File: src/rtl/gpio_button_conditioner.sv
// Multi-channel pad button conditioner: synchroniser, polarity normalisation,
// tick-based debounce, press/release strobes and per-channel auto-repeat.
module gpio_button_conditioner #(
    parameter int unsigned         CHANNELS     = 5,
    parameter int unsigned         SYNC_STAGES  = 2,
    parameter int unsigned         TICK_DIV     = 250,
    parameter int unsigned         STABLE_TICKS = 4,
    parameter int unsigned         ACTIVE_LOW   = 1,
    parameter logic [CHANNELS-1:0] REPEAT_MASK  = CHANNELS'(5'b11000),
    parameter int unsigned         REPEAT_DELAY = 60,
    parameter int unsigned         REPEAT_RATE  = 10
) (
    input  logic                clk,
    input  logic                reset_n,
    input  logic                enable,
    input  logic [CHANNELS-1:0] btn_in,
    output logic [CHANNELS-1:0] pressed,
    output logic [CHANNELS-1:0] press_pulse,
    output logic [CHANNELS-1:0] release_pulse,
    output logic                tick
);

    localparam int unsigned TW   = $clog2(TICK_DIV);
    localparam int unsigned CW   = 4;
    localparam int unsigned RMAX = (REPEAT_DELAY > REPEAT_RATE) ? REPEAT_DELAY : REPEAT_RATE;
    localparam int unsigned RW   = $clog2(RMAX + 1);

    localparam logic [TW-1:0]       TICK_LAST = TW'(TICK_DIV - 1);
    localparam logic [CW-1:0]       STABLE_C  = CW'(STABLE_TICKS);
    localparam logic [RW-1:0]       DELAY_C   = RW'(REPEAT_DELAY);
    localparam logic [RW-1:0]       RATE_C    = RW'(REPEAT_RATE);
    localparam logic [CHANNELS-1:0] REL_LVL   = (ACTIVE_LOW != 0) ? '1 : '0;

    logic [CHANNELS-1:0] sync_q [SYNC_STAGES];
    logic [CHANNELS-1:0] raw;
    logic [TW-1:0]       tcnt;
    logic [TW-1:0]       tcnt_nxt;

    logic [CW-1:0]       cnt_q   [CHANNELS];
    logic [CW-1:0]       cnt_d   [CHANNELS];
    logic [RW-1:0]       rep_q   [CHANNELS];
    logic [RW-1:0]       rep_d   [CHANNELS];
    logic [RW-1:0]       rep_nxt [CHANNELS];
    logic [CHANNELS-1:0] phase_q;
    logic [CHANNELS-1:0] phase_d;
    logic [CHANNELS-1:0] rep_ph;
    logic [CHANNELS-1:0] rep_fire;
    logic [CHANNELS-1:0] pressed_d;
    logic [CHANNELS-1:0] press_d;
    logic [CHANNELS-1:0] release_d;

    // Pad synchroniser, free-running regardless of enable
    always_ff @(posedge clk or negedge reset_n) begin
        if (!reset_n) begin
            for (int s = 0; s < int'(SYNC_STAGES); s++) sync_q[s] <= REL_LVL;
        end else begin
            sync_q[0] <= btn_in;
            for (int s = 1; s < int'(SYNC_STAGES); s++) sync_q[s] <= sync_q[s-1];
        end
    end

    assign raw = sync_q[SYNC_STAGES-1] ^ REL_LVL;

    // Sample tick; registered so it is high while the counter sits at TICK_DIV-1
    assign tcnt_nxt = (tcnt == TICK_LAST) ? '0 : tcnt + TW'(1);

    always_ff @(posedge clk or negedge reset_n) begin
        if (!reset_n) begin
            tcnt <= '0;
            tick <= 1'b0;
        end else if (!enable) begin
            tcnt <= '0;
            tick <= 1'b0;
        end else begin
            tcnt <= tcnt_nxt;
            tick <= (tcnt_nxt == TICK_LAST);
        end
    end

    // Candidate repeat-counter step per channel; applied only when held on a tick
    always_comb begin
        rep_fire = '0;
        rep_ph   = phase_q;
        for (int i = 0; i < int'(CHANNELS); i++) begin
            rep_nxt[i] = rep_q[i] + RW'(1);
            if (!phase_q[i] && rep_nxt[i] == DELAY_C) begin
                rep_fire[i] = 1'b1;
                rep_nxt[i]  = '0;
                rep_ph[i]   = 1'b1;
            end else if (phase_q[i] && rep_nxt[i] == RATE_C) begin
                rep_fire[i] = 1'b1;
                rep_nxt[i]  = '0;
            end
        end
    end

    // Debounce acceptance and repeat scheduling
    always_comb begin
        pressed_d = pressed;
        press_d   = '0;
        release_d = '0;
        phase_d   = phase_q;
        for (int i = 0; i < int'(CHANNELS); i++) begin
            cnt_d[i] = cnt_q[i];
            rep_d[i] = rep_q[i];
        end
        if (!enable) begin
            pressed_d = '0;
            phase_d   = '0;
            for (int i = 0; i < int'(CHANNELS); i++) begin
                cnt_d[i] = '0;
                rep_d[i] = '0;
            end
        end else if (tick) begin
            for (int i = 0; i < int'(CHANNELS); i++) begin
                if (raw[i] != pressed[i] && cnt_q[i] + CW'(1) == STABLE_C) begin
                    cnt_d[i]     = '0;
                    pressed_d[i] = raw[i];
                    press_d[i]   = raw[i];
                    release_d[i] = ~raw[i];
                    rep_d[i]     = '0;
                    phase_d[i]   = 1'b0;
                end else begin
                    cnt_d[i] = (raw[i] == pressed[i]) ? '0 : cnt_q[i] + CW'(1);
                    if (REPEAT_MASK[i] && pressed[i]) begin
                        press_d[i] = rep_fire[i];
                        rep_d[i]   = rep_nxt[i];
                        phase_d[i] = rep_ph[i];
                    end
                end
            end
        end
    end

    always_ff @(posedge clk or negedge reset_n) begin
        if (!reset_n) begin
            pressed       <= '0;
            press_pulse   <= '0;
            release_pulse <= '0;
            phase_q       <= '0;
            for (int i = 0; i < int'(CHANNELS); i++) begin
                cnt_q[i] <= '0;
                rep_q[i] <= '0;
            end
        end else begin
            pressed       <= pressed_d;
            press_pulse   <= press_d;
            release_pulse <= release_d;
            phase_q       <= phase_d;
            for (int i = 0; i < int'(CHANNELS); i++) begin
                cnt_q[i] <= cnt_d[i];
                rep_q[i] <= rep_d[i];
            end
        end
    end

endmodule

File: config.mk
export PLATFORM = sky130hd
export DESIGN_NAME = gpio_button_conditioner
export DESIGN_NICKNAME = d
export VERILOG_FILES = /design/src/rtl/gpio_button_conditioner.sv
export SDC_FILE = /design/constraint.sdc
export NUM_CORES = 1
export LEC_CHECK = 0
export CORE_ASPECT_RATIO = 2
export CORE_MARGIN = 8
export CORE_UTILIZATION = 55
export DETAILED_ROUTE_END_ITERATION = 7
export PLACE_DENSITY = 0.83
export SKIP_LAST_GASP = 1
export SLEW_MARGIN = 20
export SYNTH_ARGS = -nofsm -noshare
export SYNTH_HDL_FRONTEND = slang
export SYNTH_SLANG_ARGS = --single-unit
File: constraint.sdc
create_clock -name clk -period 2 [get_ports clk]
set_input_delay 0.4 -clock clk [delete_from_list [all_inputs] [get_ports clk]]
set_output_delay 0.4 -clock clk [all_outputs]
set_load 0.05 [all_outputs]
==> results of run 1 <==
power groups by stage:
stage          sequential, mW  clock [mW]  combinational [mW]
2_1_floorplan            1.47           0              0.0964
3_3_place_gp             1.48           0               0.164
3_5_place_dp             1.48           0               0.172
4_1_cts                  1.46        1.42               0.175
5_1_grt                  1.47        1.47               0.198
6_report                 1.46        1.39               0.177
layout make-up:
type,count,area (um^2)
repair buffers,38,353
inverters,12,45.0
flip-flops and latches,68,1710
clock buffers,15,258
well taps,88,110
fillers,495,2190
multi-input cells,271,1800
logic make-up after synthesis:
logic type,after synthesis,share of synthesized area (%)
compound gates,79,14.8
xor+xnor,20,4.86
fa+ha+maj,16,5.56
buf+inv,24,2.85
flops,68,47.6
mux,4,1.11
simple gates,152,23.2
Yosys cell counts, types with 2 or more instances:
library cell,n,share of area [%]
and4b_1,2,0.56
xor2_1,9,2.2
clkbuf_1,7,0.73
nand4b_1,5,1.2
ha_1,16,5.6
buf_2,4,0.56
a211oi_1,2,0.42
nand3_1,16,2.2
nor3b_1,7,1.5
dfrtp_1,58,40
o22ai_1,3,0.52
o21a_1,2,0.42
a41oi_1,2,0.49
inv_1,12,1.3
nand3b_1,3,0.63
and2_1,10,1.7
a21oi_1,14,1.9
nand2b_1,7,1.2
and3_1,7,1.2
a21o_1,3,0.63
xnor2_1,11,2.7
o21ai_0,25,3.5
nor2_1,17,1.8
and4_1,3,0.73
o31ai_1,5,1.0
nor2b_1,8,1.4
mux2i_1,4,1.1
nand4_1,3,0.52
and3b_1,3,0.73
a21boi_0,7,1.5
o211a_1,4,1.1
dfstp_2,10,7.3
nor3_1,6,0.83
nand2_1,46,4.8
per-stage QoR:
step                      total power, mW  area, um^2
after floorplan                      1.57        3600
after global placement               1.64        4010
after detailed placement             1.65        4010
after CTS                            3.06        4270
after global routing                 3.14        4280
final                                3.03        4280
metal layers:
| layer | vias up | track usage (%) |
|---|---|---|
| li1 | 1357 | - |
| met1 | 1381 | 17.9 |
| met2 | 68 | 30.9 |
| met3 | 15 | 4.05 |
| met4 | 0 | 11.4 |
| met5 | - | 0 |
registers in the layout, summed over array words and instances, names as in the netlist:
signal and count:
rep_q 12, pressed 5, press_pulse 5, phase_q 2, cnt_q 20, tcnt 8, release_pulse 5, tick 1
sync_q 10
path summary, 6_finish.rpt:
kind / end / slack (ps) / cells after the start
worst max-delay path: pressed[2] / 50 / 1
worst min-delay path: press_pulse[4] / 70 / 1
worst max register to register: rep_q[8] / 70 / 6
worst min register to register: sync_q[1] / 350 / 0
max in group asynchronous: cnt_q[3] / 1290 / 2
min in group clk: sync_q[1] / 350 / 0
==> flow_summary.json, run 1 <==
{
  "cpMaxStageDelayCell": "clkdlybuf4s50_1",
  "synthesis.area_um2": 3600,
  "clock_sinks": 68,
  "critical_path_required_ps": 1600,
  "wl_per_cell_um": 15.9,
  "finish.utilization_pct": 66.2,
  "antenna_found_initial": 0,
  "status": "finished clean",
  "power.share.combinational_pct": 5.9,
  "path_clk_slew_ps": 50,
  "grt-ovfl-total": 0,
  "cts-root-buf": "clkbuf_16",
  "numPortBuffers": 23,
  "gp_congestion": 0.926,
  "hold_violations": 0,
  "via_per_inst": 5.73,
  "clkPwrFrac_pct": 45.8,
  "dieArea_um2": 9550,
  "p_seq_share_pct": 48.3,
  "syn-num-nets": 387,
  "cts_made_buffers": 9,
  "tightest_slew_ps": 577,
  "cap_violations": 0,
  "grt_pass1_vias": 2997,
  "clkLatencyLatePin_ps": 330,
  "yosysWarnings": 0,
  "critical_path.cell_chain": "clkdlybuf4s50_1",
  "holdCritPathClass": "in2async",
  "wl_met3_um": 277,
  "wl_met1_um": 3150,
  "ant_nets": 0,
  "syn_to_final_growth_pct": 18.8,
  "dr.max_layer_used": "met4",
  "period_share_pct": 97.4,
  "async_reset_ff_share_pct": 100,
  "synth.avg_cell_area_um2": 9.92,
  "rows": 42,
  "core_um2": 6460,
  "power_density_nw_per_um2": 708,
  "cts_tree": "done",
  "wl_met2_um": 4150,
  "critPathKind": "reg2out",
  "fin_cells": 492,
  "layout_commonest_cell": "dfrtp_1",
  "synth_top_flop_cell": "dfrtp_1",
  "endpoint_kind": "output port",
  "hpwl_um": 5360,
  "internal-power_mw": 2.36,
  "htree_levels": 3,
  "worstSetupStartpointType": "flop",
  "dp_slack_ps": 6.40,
  "yosysUniqueCellTypes": 56,
  "setup_slack_ps": 52.2,
  "dr.pass1.iters": 4,
  "critPathMaxFanout": 3,
  "crit_buf_inv": 1,
  "setup_viol": 0,
  "vias": 2821,
  "die_x_um": 73.2,
  "cts_buffer_depth": 2,
  "synth-seq-cells": 68,
  "antennaDiodeCount": 0,
  "ctsResizeCount": 0,
  "post-cts-setup-buffers": 0,
  "grt_start_max_net_pins": 26,
  "drt_iter0_drc": 135,
  "cp.arrival_ps": 1550,
  "r2r_start": "cnt_q[4]",
  "nets": 424,
  "clock.fmax_ghz": 0.513,
  "hold_buffers": 0,
  "final_cell_mix": "58 x dfrtp_1, 46 x nand2_1, 25 x o21ai_0",
  "dp_cells": 477,
  "initial_core_util_pct": 55.7,
  "die_h_um": 130,
  "drc_errors": 0,
  "clock_skew_ps": 6.28,
  "ys_seq_area_share_pct": 47.6,
  "leakage_nw": 1.91,
  "grt.total_usage_pct": 17.6,
  "crit_start": "pressed[2]",
  "hold_slack_ps": 71.8,
  "critPathMaxStageDelay_ps": 830,
  "drv_slew": 0,
  "synth-edff-count": 0,
  "ir_drop_mv": 0.670,
  "tns_ps": 0,
  "relSlewSlack_pct": 61.5,
  "fin_crit_ps": 1950,
  "ios": 24,
  "grt_pass1_wl_um": 13100,
  "switchingPower_uw": 665,
  "switching_share_pct": 22.0,
  "critPathTopFamily": "buffers and inverters",
  "drive_above_1_share_pct": 12.1,
  "syn_inst": 363,
  "wl_um": 7810,
  "rsz0062_at_grt": "yes"
}
Power figures use the tool's default switching activity.
==> inputs of run 2 (changes only) <==
- CTS_CLUSTER_SIZE: not set -> 24
==> results of run 2 <==
No change in the layout: final DEF, timing and power equal those of run 1.
